### config.mk
export PLATFORM = sky130hd
export DESIGN_NAME = counter_down_timer_flat
export DESIGN_NICKNAME = d
export VERILOG_FILES = /design/src/rtl/counter_down_timer_if.sv /design/src/rtl/counter_down_timer.sv /design/src/flat_wrapper.sv
export SDC_FILE = /design/constraint.sdc
export NUM_CORES = 1
export LEC_CHECK = 0
export BUFFER_PORTS_ARGS = -buffer_cell sky130_fd_sc_hd__buf_2
export CAP_MARGIN = 20
export CELL_PAD_IN_SITES_DETAIL_PLACEMENT = 0
export CELL_PAD_IN_SITES_GLOBAL_PLACEMENT = 1
export CORE_UTILIZATION = 30
export DETAILED_ROUTE_END_ITERATION = 16
export GPL_ROUTABILITY_DRIVEN = 0
export PLACE_DENSITY = 0.67
export SLEW_MARGIN = 20
export SYNTH_ARGS = -nofsm -noshare
export SYNTH_HDL_FRONTEND = slang
export SYNTH_SLANG_ARGS = --single-unit
### constraint.sdc
create_clock -name clk -period 5.8 [get_ports clk]
set_clock_uncertainty 0.1 [all_clocks]
set_input_delay 1.45 -clock clk [delete_from_list [all_inputs] [get_ports clk]]
set_output_delay 1.45 -clock clk [all_outputs]
set_load 0.01 [all_outputs]
### src/rtl/counter_down_timer_if.sv
// Control/status bundle for the loadable down-counting timer.
// The controller side drives the master modport and the timer uses the slave modport.
interface counter_down_timer_if #(
    parameter int CNT_WIDTH = 3
);
    logic [CNT_WIDTH-1:0] load_val;
    logic                 start;
    logic                 auto_reload;
    logic                 pause;
    logic                 abort;
    logic [CNT_WIDTH-1:0] counter;
    logic                 busy;
    logic                 tc;
    logic                 done;

    modport master (
        output load_val, start, auto_reload, pause, abort,
        input  counter, busy, tc, done
    );

    modport slave (
        input  load_val, start, auto_reload, pause, abort,
        output counter, busy, tc, done
    );
endinterface

### src/rtl/counter_down_timer.sv
// Loadable down-counting timer with a one-cycle terminal-count pulse.
// In one-shot mode it parks in DONE; in periodic mode it reloads the captured value.
module counter_down_timer #(
    parameter int CNT_WIDTH = 3
) (
    input  logic                  clk,
    input  logic                  reset,
    counter_down_timer_if.slave   bus
);
    typedef enum logic [1:0] {IDLE, RUN, PAUSE, DONE} state_e;

    state_e               state_q, state_d;
    logic [CNT_WIDTH-1:0] counter_q, counter_d;
    logic [CNT_WIDTH-1:0] reloadVal_q, reloadVal_d;
    logic                 autoReload_q, autoReload_d;
    logic                 busy_q, busy_d;
    logic                 tc_q, tc_d;
    logic                 done_q, done_d;

    always_comb begin
        state_d      = state_q;
        counter_d    = counter_q;
        reloadVal_d  = reloadVal_q;
        autoReload_d = autoReload_q;
        done_d       = done_q;
        tc_d         = 1'b0;

        if (bus.abort) begin
            state_d   = IDLE;
            counter_d = '0;
            done_d    = 1'b0;
        end else begin
            unique case (state_q)
                IDLE, DONE: begin
                    // done is re-asserted here so a zero-length load shows done one cycle after its tc
                    if (state_q == DONE) done_d = 1'b1;
                    if (bus.start) begin
                        reloadVal_d  = bus.load_val;
                        autoReload_d = bus.auto_reload;
                        counter_d    = bus.load_val;
                        done_d       = 1'b0;
                        if (bus.load_val != '0) begin
                            state_d = RUN;
                        end else begin
                            state_d = DONE;
                            tc_d    = 1'b1;
                        end
                    end
                end
                RUN: begin
                    if (counter_q > CNT_WIDTH'(1)) begin
                        if (bus.pause) state_d = PAUSE;
                        else           counter_d = counter_q - CNT_WIDTH'(1);
                    end else if (counter_q == CNT_WIDTH'(1)) begin
                        counter_d = '0;
                        tc_d      = 1'b1;
                    end else if (autoReload_q) begin
                        counter_d = reloadVal_q;
                    end else begin
                        state_d = DONE;
                        done_d  = 1'b1;
                    end
                end
                PAUSE: begin
                    if (!bus.pause) state_d = RUN;
                end
                default: state_d = IDLE;
            endcase
        end

        busy_d = (state_d == RUN) || (state_d == PAUSE);
    end

    always_ff @(posedge clk or posedge reset) begin
        if (reset) begin
            state_q      <= IDLE;
            counter_q    <= '0;
            reloadVal_q  <= '0;
            autoReload_q <= 1'b0;
            busy_q       <= 1'b0;
            tc_q         <= 1'b0;
            done_q       <= 1'b0;
        end else begin
            state_q      <= state_d;
            counter_q    <= counter_d;
            reloadVal_q  <= reloadVal_d;
            autoReload_q <= autoReload_d;
            busy_q       <= busy_d;
            tc_q         <= tc_d;
            done_q       <= done_d;
        end
    end

    assign bus.counter = counter_q;
    assign bus.busy    = busy_q;
    assign bus.tc      = tc_q;
    assign bus.done    = done_q;
endmodule

### src/flat_wrapper.sv
// flat-port wrapper written by rule: the top's interface ports become plain ports
module counter_down_timer_flat 
#(
    parameter int CNT_WIDTH = 3
)
  (clk, reset, bus_load_val, bus_start, bus_auto_reload, bus_pause, bus_abort, bus_counter, bus_busy, bus_tc, bus_done);
  counter_down_timer_if #(.CNT_WIDTH(CNT_WIDTH)) bus_i ();
  input  logic clk;
  input  logic reset;
  input wire logic [$bits(bus_i.load_val)-1:0] bus_load_val;
  input wire logic [$bits(bus_i.start)-1:0] bus_start;
  input wire logic [$bits(bus_i.auto_reload)-1:0] bus_auto_reload;
  input wire logic [$bits(bus_i.pause)-1:0] bus_pause;
  input wire logic [$bits(bus_i.abort)-1:0] bus_abort;
  output wire logic [$bits(bus_i.counter)-1:0] bus_counter;
  output wire logic [$bits(bus_i.busy)-1:0] bus_busy;
  output wire logic [$bits(bus_i.tc)-1:0] bus_tc;
  output wire logic [$bits(bus_i.done)-1:0] bus_done;
  assign bus_i.load_val = bus_load_val;
  assign bus_i.start = bus_start;
  assign bus_i.auto_reload = bus_auto_reload;
  assign bus_i.pause = bus_pause;
  assign bus_i.abort = bus_abort;
  assign bus_counter = bus_i.counter;
  assign bus_busy = bus_i.busy;
  assign bus_tc = bus_i.tc;
  assign bus_done = bus_i.done;
  counter_down_timer #(.CNT_WIDTH(CNT_WIDTH)) u_core (.clk(clk), .reset(reset), .bus(bus_i));
endmodule
* After elaboration in Yosys (flattened, before gate mapping)
Index checks and enable logic that the tools add are counted.
** Word-level totals
- Word-level logic and storage cells :: 60
- Output and inout bits :: 6
- Input bits :: 9
- Register bits :: 12
** Cells by class
- Reduce and logical (&&, ||, !) cells :: 8
- $add $sub $neg :: 1
- Equality and inequality tests :: 13
- Bitwise logic cells :: 1
- Muxes and demuxes :: 29
- $lt $le $gt $ge :: 1
** Operator list (count)
- $mux 3 :: 6
- $mux 2 :: 8
- $ne 3x3->1 const B :: 4
- $mux 1 :: 11
- $eq 2x2->1 const B :: 3
- $pmux 2 s3 :: 1
- $pmux 3 s2 :: 1
- $reduce_bool 3->1 :: 2
- $ne 5x2->1 const B :: 1
- $reduce_and 5->1 :: 1
- $eq 2x1->1 const B :: 2
- $ne 4x3->1 const B :: 1
- $ne 4x4->1 const B :: 1
- $pmux 1 s2 :: 2
- $reduce_and 4->1 :: 1
- $eq 3x1->1 const B :: 1
- $gt 3x1->1 const B :: 1
- $reduce_and 3->1 :: 1
- $sub 3x1->3 const B :: 1
- $logic_not 2->1 :: 1
- $reduce_or 2->1 :: 1
- $logic_or 1x1->1 :: 1
- $not 1->1 :: 1

* Depth between registers and ports, before layout
Gate-level depths: netlist (run 1).
- Depth after elaboration :: 7
- Gate-level depth with buffers :: 8
- Depth with buffers taken out :: 7

* Least setup slack after synthesis (run 1)
OpenSTA, ideal clock, no wires.
- Path type :: input to register
- From :: input bus_start
- To :: register u_core.counter_q[0], in the netlist u_core.bus.counter[0]
- Required time :: 5601 ps
- Slack :: 3378 ps
- Library setup time :: 99 ps
- Arrival :: 2222 ps
- Stages :: 5
- Path buffers :: 0
- Cell sequence :: nor2b_1 a21oi_1 a311oi_2 nor2_1 a311oi_1
** Between the ends
- Longest elaborated chain between the ends :: 2
** RTL lines
- from (decl) :: RTL line flat_wrapper.sv:11 : input wire logic [$bits(bus_i.start)-1:0] bus_start;
- $ne 3x3->1 (no line)
- $reduce_and 4->1 (no line)
- to (signal assigned) :: RTL line counter_down_timer.sv:85 : counter_q <= counter_d;
- to (decl) :: RTL line counter_down_timer.sv:13 : logic [CNT_WIDTH-1:0] counter_q, counter_d;
No other way between the ends.
A chain may end at the register's enable or synchronous reset.

* Worst setup path in the final report (run 1)
- From :: register u_core.counter_q[2], in the netlist u_core.bus.counter[2]
- To :: output bus_counter[2]
** RTL lines
- to (decl) :: RTL line flat_wrapper.sv:15 : output wire logic [$bits(bus_i.counter)-1:0] bus_counter;
No word-level cell between the ends.

==> flow_metrics.py, run 1 <==
metrics = {
    "run_status": {
        "outcome": "complete, no violations",
    },
    "setup_path": {
        "r2r_start": "u_core.state_q[1]",
        "rr_endpoint": "u_core.bus.counter[0]",
        "path_buf_inv": 1,
        "required_ns": 4.25,
        "crit_type": "flip-flop to primary output",
        "cp-end-kind": "primary output",
        "reg2reg_slack_ns": 3.73,
        "arrival_ns": 0.92,
        "cpMaxStageDelayCell": "dfrtp_1",
        "critPathTopFamily": "flip-flops",
        "critPathLaunchType": "flip-flop",
        "cpPeakStageDelay_ns": 0.47,
        "r2r_cells": 7,
        "cp_max_fo": 8,
        "cp_cell_sequence": "buf_2",
    },
    "synthesis": {
        "ys_types": 29,
        "syn_area_per_cell_sq_um": 8.88,
        "synth_warnings": 0,
        "yosys.area.top_type": "dfrtp_1",
        "synthTopCellsByArea": "dfrtp_1 38%, ha_1 9.5%, mux2_2 5.7%",
        "syn-cell-area_sq_um": 791,
        "yosysTopAreaCellShare": 0.380,
        "postSynthCellCount": 89,
        "syn_nets": 104,
        "synth_seq_area_share": 0.380,
        "synth_seq_cells": 12,
    },
    "routing": {
        "vias": 688,
        "wl_per_cell_um": 13.9,
        "drt-initial-drc-count": 21,
        "antenna_left": 0,
        "vias_per_cell": 5.17,
        "routed_wl_um": 1850,
        "drtPass1Iterations": 4,
        "drcViolationCount": 0,
    },
    "sta": {
        "tightest_slew_ns": 0.470,
        "maxSlewHeadroom": 0.686,
        "setup_viol": 0,
        "min_period_ns": 2.47,
        "hold_viol": 0,
        "period_share": 0.425,
        "final.setup.tns_ns": 0,
        "grt_setup_unrepaired": "no",
        "max_freq_mhz": 405,
        "timing.hold.ws_ns": 0.410,
        "setup_ws_ns": 3.33,
        "finalMaxSlewViolations": 0,
    },
    "run": {
        "maxCapViolCount": 0,
    },
    "grt": {
        "grt_use_total": 0.151,
        "grt_pass1_vias": 668,
        "antenna_found_initial": 0,
        "grt_max_degree": 13,
        "gr-total-overflow": 0,
        "grt_pass1_wl_um": 3010,
    },
    "pwr": {
        "cellPowerDensity_nw_per_um2": 486,
        "peakVddDrop_v": 0.000197,
        "p_leak_nw": 0.425,
        "p_total_uw": 442,
    },
    "place": {
        "dp.final_hpwl_um": 1430,
        "io_buffers": 14,
        "dp.cells": 130,
        "dp_slack_ns": 3.08,
        "dpl_cell_area_sq_um": 887,
    },
    "clock_network": {
        "clk_path_buf_depth": 2,
        "htreeDepth": 1,
        "holdBufCountCts": 0,
        "cts_resized": 0,
        "cts_setup_buffers": 0,
        "clock_sinks": 12,
        "clk_pin_slew_worst_paths_ns": 0.07,
        "cts_made_buffers": 3,
        "clockRootBuffer": "clkbuf_4",
        "cts_tree": "yes",
        "clk_latency_ns": 0.27,
    },
    "finish": {
        "fin_nets": 120,
        "synthToLayoutAreaGrowth_pct": 15.0,
        "layout.cells.non_filler": 133,
        "antenna_cells": 0,
        "fin_util": 0.367,
        "drive_gt1_frac": 0.223,
        "stdcell_area_sq_um": 910,
        "fillers": 287,
    },
    "floorplanning": {
        "core_area_sq_um": 2480,
        "initial_core_util": 0.319,
        "fp.dieH_um": 53.3,
        "fp.dieArea_sq_um": 2850,
        "fp-row-count": 18,
        "num_io_pins": 15,
        "fp.dieW_um": 53.3,
    },
    "min_path": {
        "min_to": "u_core.reloadVal_q[2]",
        "hold_path_class": "flip-flop to flip-flop",
        "min_from": "u_core.reloadVal_q[2]",
        "hold_path_depth": 1,
    },
}
-- synthesized netlist by cell type --
master and n:
a21o_1 1, a21oi_1 7, a22oi_1 1, a311oi_1 3, a311oi_2 1, a31oi_1 1
clkbuf_1 3, dfrtp_1 12, ha_1 6, inv_1 9, mux2_2 4, mux2i_1 1
nand2_1 6, nand2b_1 1, nand4_1 1, nor2_1 10, nor2b_1 2, nor3_1 6
nor4_1 1, o2111ai_1 1, o211a_1 1, o211ai_1 2, o21ai_0 3, o221ai_1 1
o2bb2ai_1 1, o32ai_1 1, or2_1 1, or2_2 1, xor2_1 1
-- registers in the layout (all words and copies together) (netlist names) --
register	flops
u_core.autoReload_q	1
u_core.bus.busy	1
u_core.bus.counter	3
u_core.bus.done	1
u_core.bus.tc	1
u_core.reloadVal_q	3
u_core.state_q	2
-- layout by cell type (no fill, tap or decap) --
cell | Yosys | layout
nand2_1 | 6 | 6
o21ai_0 | 3 | 3
mux2_2 | 4 | 4
mux2i_1 | 1 | 1
o32ai_1 | 1 | 1
inv_1 | 9 | 9
a31oi_1 | 1 | 1
a21oi_1 | 7 | 7
o2111ai_1 | 1 | 1
nor2b_1 | 2 | 2
nor2_1 | 10 | 10
o221ai_1 | 1 | 1
nor4_1 | 1 | 1
buf_2 | 0 | 14
a22oi_1 | 1 | 1
dfrtp_1 | 12 | 12
o2bb2ai_1 | 1 | 1
a311oi_1 | 3 | 3
o211ai_1 | 2 | 2
ha_1 | 6 | 6
a311oi_2 | 1 | 1
or2_1 | 1 | 1
xor2_1 | 1 | 1
o211a_1 | 1 | 1
clkbuf_4 | 0 | 3
nor3_1 | 6 | 6
a21o_1 | 1 | 1
or2_2 | 1 | 1
nand2b_1 | 1 | 1
nand4_1 | 1 | 1
-- where the power goes --
part	leakage [nW]	total [mW]	switching (mW)	internal (mW)
clock network	0.0138	0.0501	0.0261	0.0240
registers	0.153	0.148	0.0314	0.117
logic	0.259	0.244	0.141	0.102
total	0.425	0.442	0.199	0.243
-- cell type report --
type / count / area (sq um) / share of cell area
Inverter: 9 / 33.8 / 0.0371
Timing Repair Buffer: 14 / 70.1 / 0.0770
Tap cell: 30 / 37.5 / 0.0413
Sequential cell: 12 / 300 / 0.330
Clock buffer: 3 / 22.5 / 0.0248
Multi-Input combinational cell: 65 / 445 / 0.490
-- cell families after synthesis --
family                   after synthesis  share of synthesized area
adder cells (fa/ha/maj)                6                     0.0949
AO/OA/AOI/OAI                         24                      0.218
AND/OR/NAND/NOR                       29                      0.169
buffers and inverters                 12                     0.0570
XOR/XNOR                               1                     0.0111
flip-flops                            12                      0.380
multiplexers                           5                     0.0696
-- worst max path at each step --
stage / to / from / cells past startpoint / slack (ns)
6_report: bus_counter[2] / u_core.bus.counter[2] / 1 / 3.33
5_1_grt: u_core.bus.counter[0] / bus_start / 6 / 3.20
4_1_cts: bus_counter[2] / u_core.bus.counter[2] / 1 / 3.32
3_5_place_dp: u_core.bus.counter[0] / bus_start / 6 / 3.08
3_3_place_gp: u_core.bus.counter[0] / bus_start / 6 / 3.16
2_1_floorplan: u_core.bus.counter[0] / bus_start / 5 / 3.38
-- per-layer routing --
layer | wire length (um) | vias up | part of all wire | global-route usage
met4 | 0 | 0 | 0 | 0.0263
met2 | 862 | 16 | 0.47 | 0.242
met3 | 94 | 0 | 0.051 | 0.0603
met5 | 0 | - | 0 | 0
li1 | - | 350 | - | -
met1 | 894 | 322 | 0.48 | 0.190
Power figures use the tool's default switching activity.
==> inputs of run 2 (changes only) <==
PLACE_DENSITY = 0.69   (was 0.67)
clock period = 2.1 ns   (was 5.8 ns; I/O delays follow)
==> run 2 against run 1 <==
  * Sequential share of layout area shrank 2.0 points
  * Cell count increased by 3.8%
  * Worst setup slack got worse by 3.1 ns
  * Sequential power grew to 2.8 times the previous value
  * Flip-flop and latch count is the same
  * Clock power grew to 3.6 times the previous value
  * Critical path type is now flip-flop to flip-flop
  * Critical endpoint is now u_core.bus.busy
  * Largest power group unchanged
==> flow_metrics.py, run 2 (synthesis gave the netlist of run 1 again) <==
metrics = {
    "sta": {
        "setup_viol": 0,
        "finalMaxSlewViolations": 0,
        "final.setup.tns_ns": 0,
        "setup_ws_ns": 0.209,
        "hold_viol": 0,
        "grt_setup_unrepaired": "no",
        "tightest_slew_ns": 0.454,
        "period_share": 0.900,
        "min_period_ns": 1.89,
        "maxSlewHeadroom": 0.697,
        "max_freq_mhz": 529,
    },
    "clock_network": {
        "clock_sinks": 12,
        "cts_made_buffers": 3,
        "clockRootBuffer": "clkbuf_4",
        "cts_tree": "yes",
        "holdBufCountCts": 0,
        "clk_pin_slew_worst_paths_ns": 0.08,
        "clk_latency_ns": 0.27,
        "clk_path_buf_depth": 2,
        "htreeDepth": 1,
    },
    "finish": {
        "synthToLayoutAreaGrowth_pct": 22.9,
        "drive_gt1_frac": 0.306,
        "stdcell_area_sq_um": 972,
        "fin_nets": 124,
        "mostFrequentLayoutCell": "buf_2",
        "antenna_cells": 0,
        "final_cell_mix": "14 x buf_2, 11 x dfrtp_1, 10 x nor2_1, 8 x inv_1, 7 x a21oi_1",
    },
    "setup_path": {
        "cp_max_fo": 7,
        "required_ns": 2.19,
        "crit_type": "flip-flop to flip-flop",
        "critPathLaunchType": "flip-flop",
        "arrival_ns": 1.98,
        "cp-end-kind": "flip-flop",
    },
    "floorplanning": {
        "fp.dieW_um": 53.3,
        "core_area_sq_um": 2480,
        "fp.dieH_um": 53.3,
        "num_io_pins": 15,
        "fp.dieArea_sq_um": 2850,
        "fp-row-count": 18,
        "initial_core_util": 0.319,
    },
    "routing": {
        "vias": 737,
        "drt-initial-drc-count": 15,
        "drtPass1Iterations": 4,
        "vias_per_cell": 5.34,
        "drcViolationCount": 0,
        "wl_per_cell_um": 14.6,
        "antenna_left": 0,
        "routed_wl_um": 2010,
    },
    "pwr": {
        "p_int_uw": 777,
        "power_frac_seq": 0.302,
        "p_leak_nw": 0.451,
        "p_clk_frac": 0.133,
        "power_switching_uw": 590,
        "cellPowerDensity_nw_per_um2": 1410,
        "peakVddDrop_v": 0.000707,
        "switching_share": 0.432,
        "combPwrFrac": 0.565,
    },
    "place": {
        "dp_slack_ns": 0.0401,
        "dpl_cell_area_sq_um": 910,
        "dp.final_hpwl_um": 1530,
        "io_buffers": 14,
    },
    "grt": {
        "grt_max_degree": 13,
        "antenna_found_initial": 0,
        "gr-total-overflow": 0,
        "grt_pass1_vias": 705,
        "grt_pass1_wl_um": 3150,
        "grt_use_total": 0.156,
    },
    "run_status": {
        "outcome": "complete, no violations",
    },
    "run": {
        "maxCapViolCount": 0,
    },
    "min_path": {
        "hold_path_class": "input port to async pin",
    },
}
-- run 2: changes by cell type in the layout (fill, tap and decap cells not counted), sizes merged --
cell / previous run / this run
buf: 14 / 18
clkbuf: 3 / 4
-- run 2: routing by layer --
metal / part of all wire / global-route usage / vias up
li1: - / - / 356
met1: 0.46 / 0.203 / 359
met2: 0.49 / 0.256 / 20
met3: 0.041 / 0.0546 / 2
met4: 0.0040 / 0.00877 / 0
met5: 0 / 0 / -
-- run 2: final cells by class --
class | count | area, sq um
Fill cell | 256 | 1510
Multi-Input combinational cell | 65 | 463
Sequential cell | 12 | 302
Timing Repair Buffer | 18 | 100
Tap cell | 30 | 37.5
Clock buffer | 4 | 36.3
Inverter | 9 | 33.8
-- run 2: repair_timing --
action	in CTS	in global routing
resized for setup	0	6
buffers inserted	0	1
setup endpoints to repair	0	8
-- run 2: power groups by stage --
stage / Sequential, mW / Clock [mW] / Combinational (mW)
final: 0.413 / 0.182 / 0.772
after global routing: 0.424 / 0.197 / 0.863
after CTS: 0.413 / 0.190 / 0.712
after detailed placement: 0.418 / 0 / 0.709
after global placement: 0.415 / 0 / 0.709
after floorplan: 0.409 / 0 / 0.497
-- run 2: through the flow --
stage | utilization | hold slack [ns] | instances | total power, mW
2_1_floorplan | - | 0.290 | 89 | 0.906
3_3_place_gp | 0.367 | 0.406 | 133 | 1.12
3_5_place_dp | 0.367 | 0.413 | 133 | 1.13
4_1_cts | 0.382 | 0.157 | 137 | 1.31
5_1_grt | 0.392 | 0.184 | 138 | 1.48
6_report | 0.392 | 0.142 | 138 | 1.37
-- run 2: path summary, 6_finish.rpt --
| path | from | end | slack (ns) | depth (start not counted) |
|---|---|---|---|---|
| max in group asynchronous | reset | u_core.bus.counter[1] | 1.42 | 2 |
| min in group clk | bus_auto_reload | u_core.autoReload_q | 0.38 | 2 |
| min reg2reg | u_core.reloadVal_q[1] | u_core.reloadVal_q[1] | 0.43 | 1 |
| max reg2reg | u_core.bus.counter[1] | u_core.bus.busy | 0.21 | 7 |
| max | u_core.bus.counter[1] | u_core.bus.busy | 0.21 | 7 |
| min | reset | u_core.autoReload_q | 0.14 | 2 |
-- run 2: critical path: stages (launching register included) --
cell and delay, ns:
dfrtp_2 0.46, inv_1 0.09, ha_1 0.26, inv_1 0.10, a21oi_1 0.21, o211ai_1 0.15, a31oi_1 0.27, xor2_1 0.17
